`src/rtl/serial_sub_pkg.sv`:
```
// Shared definitions for the bit-serial subtractor: FSM encoding, legal
// SUB_TYPE values, and the counter-width helper.
package serial_sub_pkg;

  localparam logic [1:0] ST_IDLE  = 2'd0;
  localparam logic [1:0] ST_SHIFT = 2'd1;
  localparam logic [1:0] ST_DONE  = 2'd2;

  localparam int unsigned SUB_HALF = 0;
  localparam int unsigned SUB_FULL = 1;

  typedef enum logic [1:0] {
    IDLE  = ST_IDLE,
    SHIFT = ST_SHIFT,
    DONE  = ST_DONE
  } state_e;

  // Bit counter width: clog2(width), never less than one bit.
  function automatic int unsigned cnt_width(input int unsigned w);
    return (w > 1) ? $clog2(w) : 1;
  endfunction

endpackage

```
`src/rtl/serial_subtractor_if.sv`:
```
// Operand/result handshake bundle for serial_subtractor.
//   in_valid/in_ready + a, b, bin : operand side
//   out_valid/out_ready + diff, bout : result side
// master = producer/consumer around the block, slave = the subtractor.
interface serial_subtractor_if #(
  parameter int unsigned WIDTH = 8
);
  logic             in_valid;
  logic             in_ready;
  logic [WIDTH-1:0] a;
  logic [WIDTH-1:0] b;
  logic             bin;
  logic             out_valid;
  logic             out_ready;
  logic [WIDTH-1:0] diff;
  logic             bout;

  modport master (
    output in_valid, a, b, bin, out_ready,
    input  in_ready, out_valid, diff, bout
  );

  modport slave (
    input  in_valid, a, b, bin, out_ready,
    output in_ready, out_valid, diff, bout
  );
endinterface

```
`src/rtl/fs_cell.sv`:
```
// Combinational one-bit full subtractor: a - b - bi.
//   a_i, b_i, bi_i : operand bits and borrow-in
//   d_c_o          : difference bit
//   bo_c_o         : borrow-out
module fs_cell (
  input  logic a_i,
  input  logic b_i,
  input  logic bi_i,
  output logic d_c_o,
  output logic bo_c_o
);

  assign d_c_o  = a_i ^ b_i ^ bi_i;
  assign bo_c_o = (~a_i & b_i) | (~(a_i ^ b_i) & bi_i);

endmodule

```
`src/rtl/serial_subtractor.sv`:
```
// Bit-serial unsigned subtractor, LSB first, one bit per clock:
// diff = (a - b - bin) mod 2^WIDTH, bout = (a < b + bin).
//   clk, rst_n : clock, asynchronous active-low reset
//   bus        : serial_subtractor_if slave (operand and result handshakes)
// SUB_TYPE: SUB_HALF starts with zero borrow, SUB_FULL starts with bin.
module serial_subtractor
  import serial_sub_pkg::*;
#(
  parameter int unsigned WIDTH    = 8,
  parameter int unsigned SUB_TYPE = 1
) (
  input  logic          clk,
  input  logic          rst_n,
  serial_subtractor_if.slave bus
);

  localparam int unsigned CNT_W = cnt_width(WIDTH);

  state_e           state_q, state_d;
  logic [WIDTH-1:0] a_sh_q, a_sh_d;
  logic [WIDTH-1:0] b_sh_q, b_sh_d;
  logic [WIDTH-1:0] d_sh_q, d_sh_d;
  logic [WIDTH-1:0] diff_q, diff_d;
  logic             borrow_q, borrow_d;
  logic             bout_q, bout_d;
  logic [CNT_W-1:0] cnt_q, cnt_d;
  logic             bin_sel;
  logic             cell_d;
  logic             cell_bo;

  if (WIDTH < 1 || WIDTH > 32) begin : g_bad_width
    $error("serial_subtractor: WIDTH %0d outside 1..32", WIDTH);
  end

  // Initial borrow source chosen at elaboration; an unknown SUB_TYPE builds nothing.
  case (SUB_TYPE)
    SUB_FULL: begin : g_full
      assign bin_sel = bus.bin;
    end
    SUB_HALF: begin : g_half
      logic unused_bin;
      assign unused_bin = bus.bin;
      assign bin_sel    = 1'b0;
    end
    default: begin : g_bad_type
      $error("serial_subtractor: illegal SUB_TYPE %0d", SUB_TYPE);
    end
  endcase

  fs_cell u_cell (
    .a_i    (a_sh_q[0]),
    .b_i    (b_sh_q[0]),
    .bi_i   (borrow_q),
    .d_c_o  (cell_d),
    .bo_c_o (cell_bo)
  );

  // Next-state and datapath control.
  always_comb begin
    state_d  = state_q;
    a_sh_d   = a_sh_q;
    b_sh_d   = b_sh_q;
    d_sh_d   = d_sh_q;
    diff_d   = diff_q;
    borrow_d = borrow_q;
    bout_d   = bout_q;
    cnt_d    = cnt_q;

    case (state_q)
      IDLE: begin
        if (bus.in_valid) begin
          a_sh_d   = bus.a;
          b_sh_d   = bus.b;
          borrow_d = bin_sel;
          cnt_d    = '0;
          state_d  = SHIFT;
        end
      end
      SHIFT: begin
        // New difference bit enters at the MSB; written as a widened shift so WIDTH=1 works.
        d_sh_d   = WIDTH'({cell_d, d_sh_q} >> 1);
        a_sh_d   = a_sh_q >> 1;
        b_sh_d   = b_sh_q >> 1;
        borrow_d = cell_bo;
        cnt_d    = cnt_q + CNT_W'(1);
        if (cnt_q == CNT_W'(WIDTH - 1)) begin
          diff_d  = d_sh_d;
          bout_d  = cell_bo;
          state_d = DONE;
        end
      end
      DONE: begin
        if (bus.out_ready) begin
          state_d = IDLE;
        end
      end
      default: begin
        state_d = IDLE;
      end
    endcase
  end

  // State and datapath registers.
  always_ff @(posedge clk or negedge rst_n) begin
    if (!rst_n) begin
      state_q  <= IDLE;
      a_sh_q   <= '0;
      b_sh_q   <= '0;
      d_sh_q   <= '0;
      diff_q   <= '0;
      borrow_q <= 1'b0;
      bout_q   <= 1'b0;
      cnt_q    <= '0;
    end else begin
      state_q  <= state_d;
      a_sh_q   <= a_sh_d;
      b_sh_q   <= b_sh_d;
      d_sh_q   <= d_sh_d;
      diff_q   <= diff_d;
      borrow_q <= borrow_d;
      bout_q   <= bout_d;
      cnt_q    <= cnt_d;
    end
  end

  // in_ready is masked by rst_n so it drops the instant reset asserts.
  assign bus.in_ready  = (state_q == IDLE) & rst_n;
  assign bus.out_valid = (state_q == DONE);
  assign bus.diff      = diff_q;
  assign bus.bout      = bout_q;

endmodule
```
`src/flat_wrapper.sv`:
```
// flat-port wrapper written by rule: the top's interface ports become plain ports
module serial_subtractor_flat import serial_sub_pkg::*;
#(
  parameter int unsigned WIDTH    = 8,
  parameter int unsigned SUB_TYPE = 1
)
  (clk, rst_n, bus_in_valid, bus_a, bus_b, bus_bin, bus_out_ready, bus_in_ready, bus_out_valid, bus_diff, bus_bout);
  serial_subtractor_if #(.WIDTH(WIDTH)) bus_i ();
  input  logic clk;
  input  logic rst_n;
  input wire logic [$bits(bus_i.in_valid)-1:0] bus_in_valid;
  input wire logic [$bits(bus_i.a)-1:0] bus_a;
  input wire logic [$bits(bus_i.b)-1:0] bus_b;
  input wire logic [$bits(bus_i.bin)-1:0] bus_bin;
  input wire logic [$bits(bus_i.out_ready)-1:0] bus_out_ready;
  output wire logic [$bits(bus_i.in_ready)-1:0] bus_in_ready;
  output wire logic [$bits(bus_i.out_valid)-1:0] bus_out_valid;
  output wire logic [$bits(bus_i.diff)-1:0] bus_diff;
  output wire logic [$bits(bus_i.bout)-1:0] bus_bout;
  assign bus_i.in_valid = bus_in_valid;
  assign bus_i.a = bus_a;
  assign bus_i.b = bus_b;
  assign bus_i.bin = bus_bin;
  assign bus_i.out_ready = bus_out_ready;
  assign bus_in_ready = bus_i.in_ready;
  assign bus_out_valid = bus_i.out_valid;
  assign bus_diff = bus_i.diff;
  assign bus_bout = bus_i.bout;
  serial_subtractor #(.WIDTH(WIDTH), .SUB_TYPE(SUB_TYPE)) u_core (.clk(clk), .rst_n(rst_n), .bus(bus_i));
endmodule
```
`config.mk`:
```
export PLATFORM = sky130hd
export DESIGN_NAME = serial_subtractor_flat
export DESIGN_NICKNAME = d
export VERILOG_FILES = /design/src/rtl/serial_sub_pkg.sv /design/src/rtl/serial_subtractor_if.sv /design/src/rtl/fs_cell.sv /design/src/rtl/serial_subtractor.sv /design/src/flat_wrapper.sv
export SDC_FILE = /design/constraint.sdc
export NUM_CORES = 1
export LEC_CHECK = 0
export ABC_AREA = 1
export BUFFER_PORTS_ARGS = -buffer_cell sky130_fd_sc_hd__buf_2
export CORE_MARGIN = 3
export CORE_UTILIZATION = 40
export CTS_CLUSTER_DIAMETER = 30
export DETAILED_ROUTE_END_ITERATION = 10
export PLACE_DENSITY = 0.61
export SYNTH_ARGS = -nofsm -noshare
export SYNTH_HDL_FRONTEND = slang
export SYNTH_SLANG_ARGS = --single-unit
export TNS_END_PERCENT = 30
```
`constraint.sdc`:
```
create_clock -name clk -period 1.9 [get_ports clk]
set_clock_uncertainty 0.2 [all_clocks]
set_input_delay 0.475 -clock clk [delete_from_list [all_inputs] [get_ports clk]]
set_output_delay 0.475 -clock clk [all_outputs]
set_load 0.02 [all_outputs]
```
Word-level counts from Yosys, hierarchy flattened
Cells that the tools add are included.

Output and inout bits: 11. Word-level logic and storage cells: 40. Flip-flop bits (word level): 39. Input bits: 21.

Bitwise operators: 8. Eq/ne operators: 6. Reduce and logical (&&, ||, !) cells: 5. Multiplexer cells: 12. Add/subtract/negate cells: 1.

Operators with widths (number): 8-bit one-hot mux with 2 select lines (2); 8-bit 2-to-1 mux (2); 2-bit 2-to-1 mux (3); 2-bit one-hot mux with 3 select lines (1); 3-bit one-hot mux with 2 select lines (1); 2-bit != test (second input constant) (2); 2-bit AND reduction (2); 3-bit by 1-bit adder with 3-bit output (second input constant) (1); 1-bit AND (3); 3-bit == test (second input constant) (1); 3-bit 2-to-1 mux (1); 3-bit AND reduction (1); 2-bit by 1-bit == test with 1-bit output (second input constant) (1); 2-bit == test (second input constant) (1); 2-bit zero test (1); 2-bit by 1-bit != test with 1-bit output (second input constant) (1); 1-bit inverter (2); 1-bit one-hot mux with 2 select lines (1); 2-bit nonzero test (1); 1-bit bitwise XOR (2); 1-bit 2-to-1 mux (1); 1-bit bitwise OR (1).

Logic depth before layout (Yosys ltp)
Depth after elaboration: 5. Gate-level depth with buffers: 7. Depth with buffers taken out: 6.

Cells and area by module
A second synthesis with hierarchy kept.

Cell total of the unflattened synthesis: 224. Area, all modules: 1816.7 um^2.

By module, submodules not included: serial_subtractor (times used 1, cells an instance 220, area an instance 1785.5 um^2); fs_cell (times used 1, cells an instance 4, area an instance 31.3 um^2).

Least setup slack after synthesis
No wires, ideal clock.

Path type: flip-flop to output port. Start point: register u_core.state_q[0]. End point: output bus_in_ready. Path buffers: 1. Stages on the path, launching flop included: 3. Data required time: 1.225 ns. Arrival: 1.159 ns. Slack: 0.066 ns. Cells stage by stage: dfrtp_1 -> clkbuf_1 -> nor3b_1.

Longest elaborated chain between the ends: 2.

RTL lines: start: declaration (RTL line serial_subtractor.sv:19) `state_e state_q, state_d;`; start signal: assignment (RTL line serial_subtractor.sv:115) `state_q <= state_d;`; 2-bit zero test (RTL line serial_subtractor.sv:127) `assign bus.in_ready = (state_q == IDLE) & rst_n;`; 1-bit AND (RTL line serial_subtractor.sv:127); end: declaration (RTL line flat_wrapper.sv:16) `output wire logic [$bits(bus_i.in_ready)-1:0] bus_in_ready;`.

No other way between the ends.

Worst setup path after layout
Start point: register u_core.state_q[0]. End point: output bus_out_valid.

Longest elaborated chain between the ends: 1.

RTL lines: 2-bit == test (RTL line serial_subtractor.sv:128) `assign bus.out_valid = (state_q == DONE);`; end: declaration (RTL line flat_wrapper.sv:17) `output wire logic [$bits(bus_i.out_valid)-1:0] bus_out_valid;`.

No other way between the ends.

==> impl_metrics.env <==
export IMPL_final_worst_path_setup_slack_ns=0.0480
export IMPL_rsz0062_at_grt="no"
export IMPL_drt_first_iter_violations=84
export IMPL_crit_family="flip-flops"
export IMPL_fp_dieW_um=72.6
export IMPL_pwr_density_cell_nw_per_um2=1630
export IMPL_place_gp_congestion=0.757
export IMPL_initial_utilization=0.428
export IMPL_timing_final_max_slew_violations=0
export IMPL_worstMarginPinSlew_ns=0.485
export IMPL_worst_setup_path_startpoint="u_core.state_q[0]"
export IMPL_timing_critical_path_slowest_stage_cell="dfrtp_2"
export IMPL_first_global_vias=1317
export IMPL_numCtsBuffers=5
export IMPL_r2r_worst_path_cells=6
export IMPL_slew_limit_headroom=0.677
export IMPL_synthTopCellsByCount="nand2_1 (69), dfrtp_1 (38), inv_1 (38), nand3_1 (33), o21ai_0 (9)"
export IMPL_root_buffer="clkbuf_8"
export IMPL_synth_cell_area_um2=1770
export IMPL_top_post_synthesis_cells_by_area="dfrtp_1 (54%), nand2_1 (15%), nand3_1 (9.3%)"
export IMPL_setup_viol_count_final=0
export IMPL_netlist_top_cell_by_area="dfrtp_1"
export IMPL_post_synth_num_cell_types=21
export IMPL_dp_hpwl_um=2380
export IMPL_p_leak_nw=1.19
export IMPL_worst_setup_path_start_kind="flop"
export IMPL_antenna_found_initial=0
export IMPL_drive_above_1_share=0.206
export IMPL_synth_edff_count=0
export IMPL_clock_tree_buffer_depth=2
export IMPL_min_path_type="input pin to async pin"
export IMPL_numClockSinks=38
export IMPL_final_hold_violating_endpoints=0
export IMPL_die_height_um=72.6
export IMPL_wl_per_cell_um=11.3
export IMPL_synth_yosys_warnings=0
export IMPL_area_growth_synth_to_final_pct=18.0
export IMPL_worstSkewPairLatency_ns=0.28
export IMPL_timing_critical_path_cells="buf_4 -> nor2_1 -> buf_4"
export IMPL_design_die_area_um2=5270
export IMPL_yosys_area_top_type_share=0.536
export IMPL_ff2ff_setup_slack_ns=0.22
export IMPL_vdd_drop_max_uv=611
export IMPL_tritoncts="yes"
export IMPL_num_rows=23
export IMPL_i_o_pins=32
export IMPL_dominantRegCellSynth="dfrtp_1"
export IMPL_worst_path_buf_inv=2
export IMPL_overflow=0
export IMPL_crit_required_ns=1.22
export IMPL_synth_sequential_area_ratio=0.536
export IMPL_number_of_h_tree_levels=2
export IMPL_ratio_of_final_minimum_period_to_clock_period=0.975
export IMPL_yosys_cell_count_top_type="nand2_1"
export IMPL_core_um2=4140
export IMPL_syn_mean_instance_area_um2=8.02
export IMPL_numPortBuffers=31
export IMPL_clkTransAtPathRegs_ns=0.07
export IMPL_crit_path_end_kind="output pin"
export IMPL_critical_path_max_stage_delay_ns=0.42
export IMPL_r2r_start="u_core.state_q[1]"
export IMPL_globalRouteTotalUtil=0.150
export IMPL_period_needed_ns=1.85
export IMPL_postSynthRegisterBits=38
export IMPL_fin_setup_tns_ns=0
export IMPL_post_drt_via_cell_ratio=4.56
export IMPL_drv_max_cap_violation_count=0
export IMPL_timing_worst_setup_path_type="flop to output pin"
export IMPL_clock_fmax_ghz=0.540
export IMPL_netlist_instances=221
export IMPL_dr_total_vias=1400
export IMPL_outcome="complete, no violations"
export IMPL_antenna_cells=0
export IMPL_syn_nets=245
export IMPL_worstReg2RegEnd="u_core.b_sh_q[6]"
export IMPL_crit_fanout=11
export IMPL_worst_ep_arrival_time_ns=1.18
export IMPL_crit_end="bus_out_valid"
export IMPL_async_sr_flop_fraction=1.00
export IMPL_wp_depth=3
export IMPL_firstDrtPassIters=4
export IMPL_place_worst_setup_slack_ns=0.190
export IMPL_finish_net_count=280
export IMPL_post_route_drc_count=0
export IMPL_pin_count_of_the_biggest_net_entering_global_routing=39
export IMPL_crit_top_cell="buf_4"
export IMPL_grt_pass1_wl_um=6010
export IMPL_routed_wirelength_um=3460
export IMPL_cts_hold_buffers_added=0
export IMPL_route_antenna_remaining_nets=0
sequential cells by signal, summed over array words and instances, names as in the netlist:
register         cells
u_core.b_sh_q        8
u_core.state_q       2
u_core.bus.diff      8
u_core.cnt_q         3
u_core.a_sh_q        8
u_core.bus.bout      1
u_core.borrow_q      1
u_core.d_sh_q        7
where the power goes:
group / total, mW / internal [mW] / switching [mW]
clock network: 0.563 / 0.293 / 0.271
registers: 1.37 / 1.19 / 0.188
logic: 1.46 / 0.547 / 0.917
total: 3.40 / 2.03 / 1.38
worst min path at each step:
stage	from	end	slack, ns	cells past startpoint
2_1_floorplan	rst_n	u_core.a_sh_q[0]	-0.02	0
3_3_place_gp	u_core.bus.diff[0]	u_core.bus.diff[0]	0.25	2
3_5_place_dp	u_core.bus.diff[0]	u_core.bus.diff[0]	0.26	2
4_1_cts	rst_n	u_core.d_sh_q[5]	0.09	2
5_1_grt	rst_n	u_core.d_sh_q[3]	0.11	2
6_report	rst_n	u_core.bus.diff[6]	0.08	2
worst register-to-register path: cells and delay by family (launching register included):
kind | cells | cell delay (ns)
buffers and inverters | 2 | 0.33
flip-flops | 1 | 0.44
AND/OR/NAND/NOR | 4 | 0.59
logic make-up (layout without fill, tap and decap cells):
group | after synthesis | after routing | synth area share
AO/OA/AOI/OAI | 20 | 20 | 0.0586
adder cells (fa/ha/maj) | 3 | 3 | 0.0254
buffers and inverters | 50 | 86 | 0.113
flip-flops | 38 | 38 | 0.536
AND/OR/NAND/NOR | 110 | 110 | 0.267
area by class of cell:
cell class,count,area (um2)
fillers,430,2050
well taps,50,62.6
repair buffers,37,203
flip-flops and latches,38,952
clock inverters,1,5.00
multi-input cells,133,627
inverters,41,156
clock buffers,7,86.3
repair_timing:
item	CTS	global route
resized for setup	2	1
endpoints found under the setup margin	2	1
cloned	0	0
setup buffers	1	0
hold endpoints to repair	0	0
per-stage QoR:
step / area [um2] / hold slack [ns] / utilization / instances / total power [mW]
2_1_floorplan: 1770 / -0.0206 / - / 221 / 2.47
3_3_place_gp: 1980 / 0.249 / 0.479 / 298 / 2.82
3_5_place_dp: 1980 / 0.256 / 0.479 / 298 / 2.85
4_1_cts: 2090 / 0.0933 / 0.504 / 307 / 3.44
5_1_grt: 2090 / 0.112 / 0.505 / 307 / 3.74
6_report: 2090 / 0.0804 / 0.505 / 307 / 3.40
layer usage:
metal | global-route usage | part of all wire | vias to the layer above
met5 | 0 | 0 | -
met4 | 0.0676 | 0.018 | 0
met3 | 0.0510 | 0.050 | 7
met2 | 0.217 | 0.43 | 22
met1 | 0.204 | 0.50 | 627
li1 | - | - | 744
placed cells by master, fill, tap and decap left out:
cell,netlist,final
nand2_1,69,69
inv_1,38,38
dfrtp_1,38,37
nand3_1,33,33
buf_2,5,30
o21ai_0,9,9
o21ai_1,8,8
buf_4,1,7
clkbuf_8,0,6
nor2_1,3,3
inv_2,2,2
nand2_2,2,2
ha_1,2,2
nor3b_2,0,1
nand2_4,1,1
nor2_2,1,1
o31ai_1,1,1
inv_4,1,1
a21oi_1,1,1
o22ai_1,1,1
fa_1,1,1
clkbuf_1,3,1
clkinv_2,0,1
dfrtp_2,0,1
Note: power is estimated with default switching activity, not from simulation.
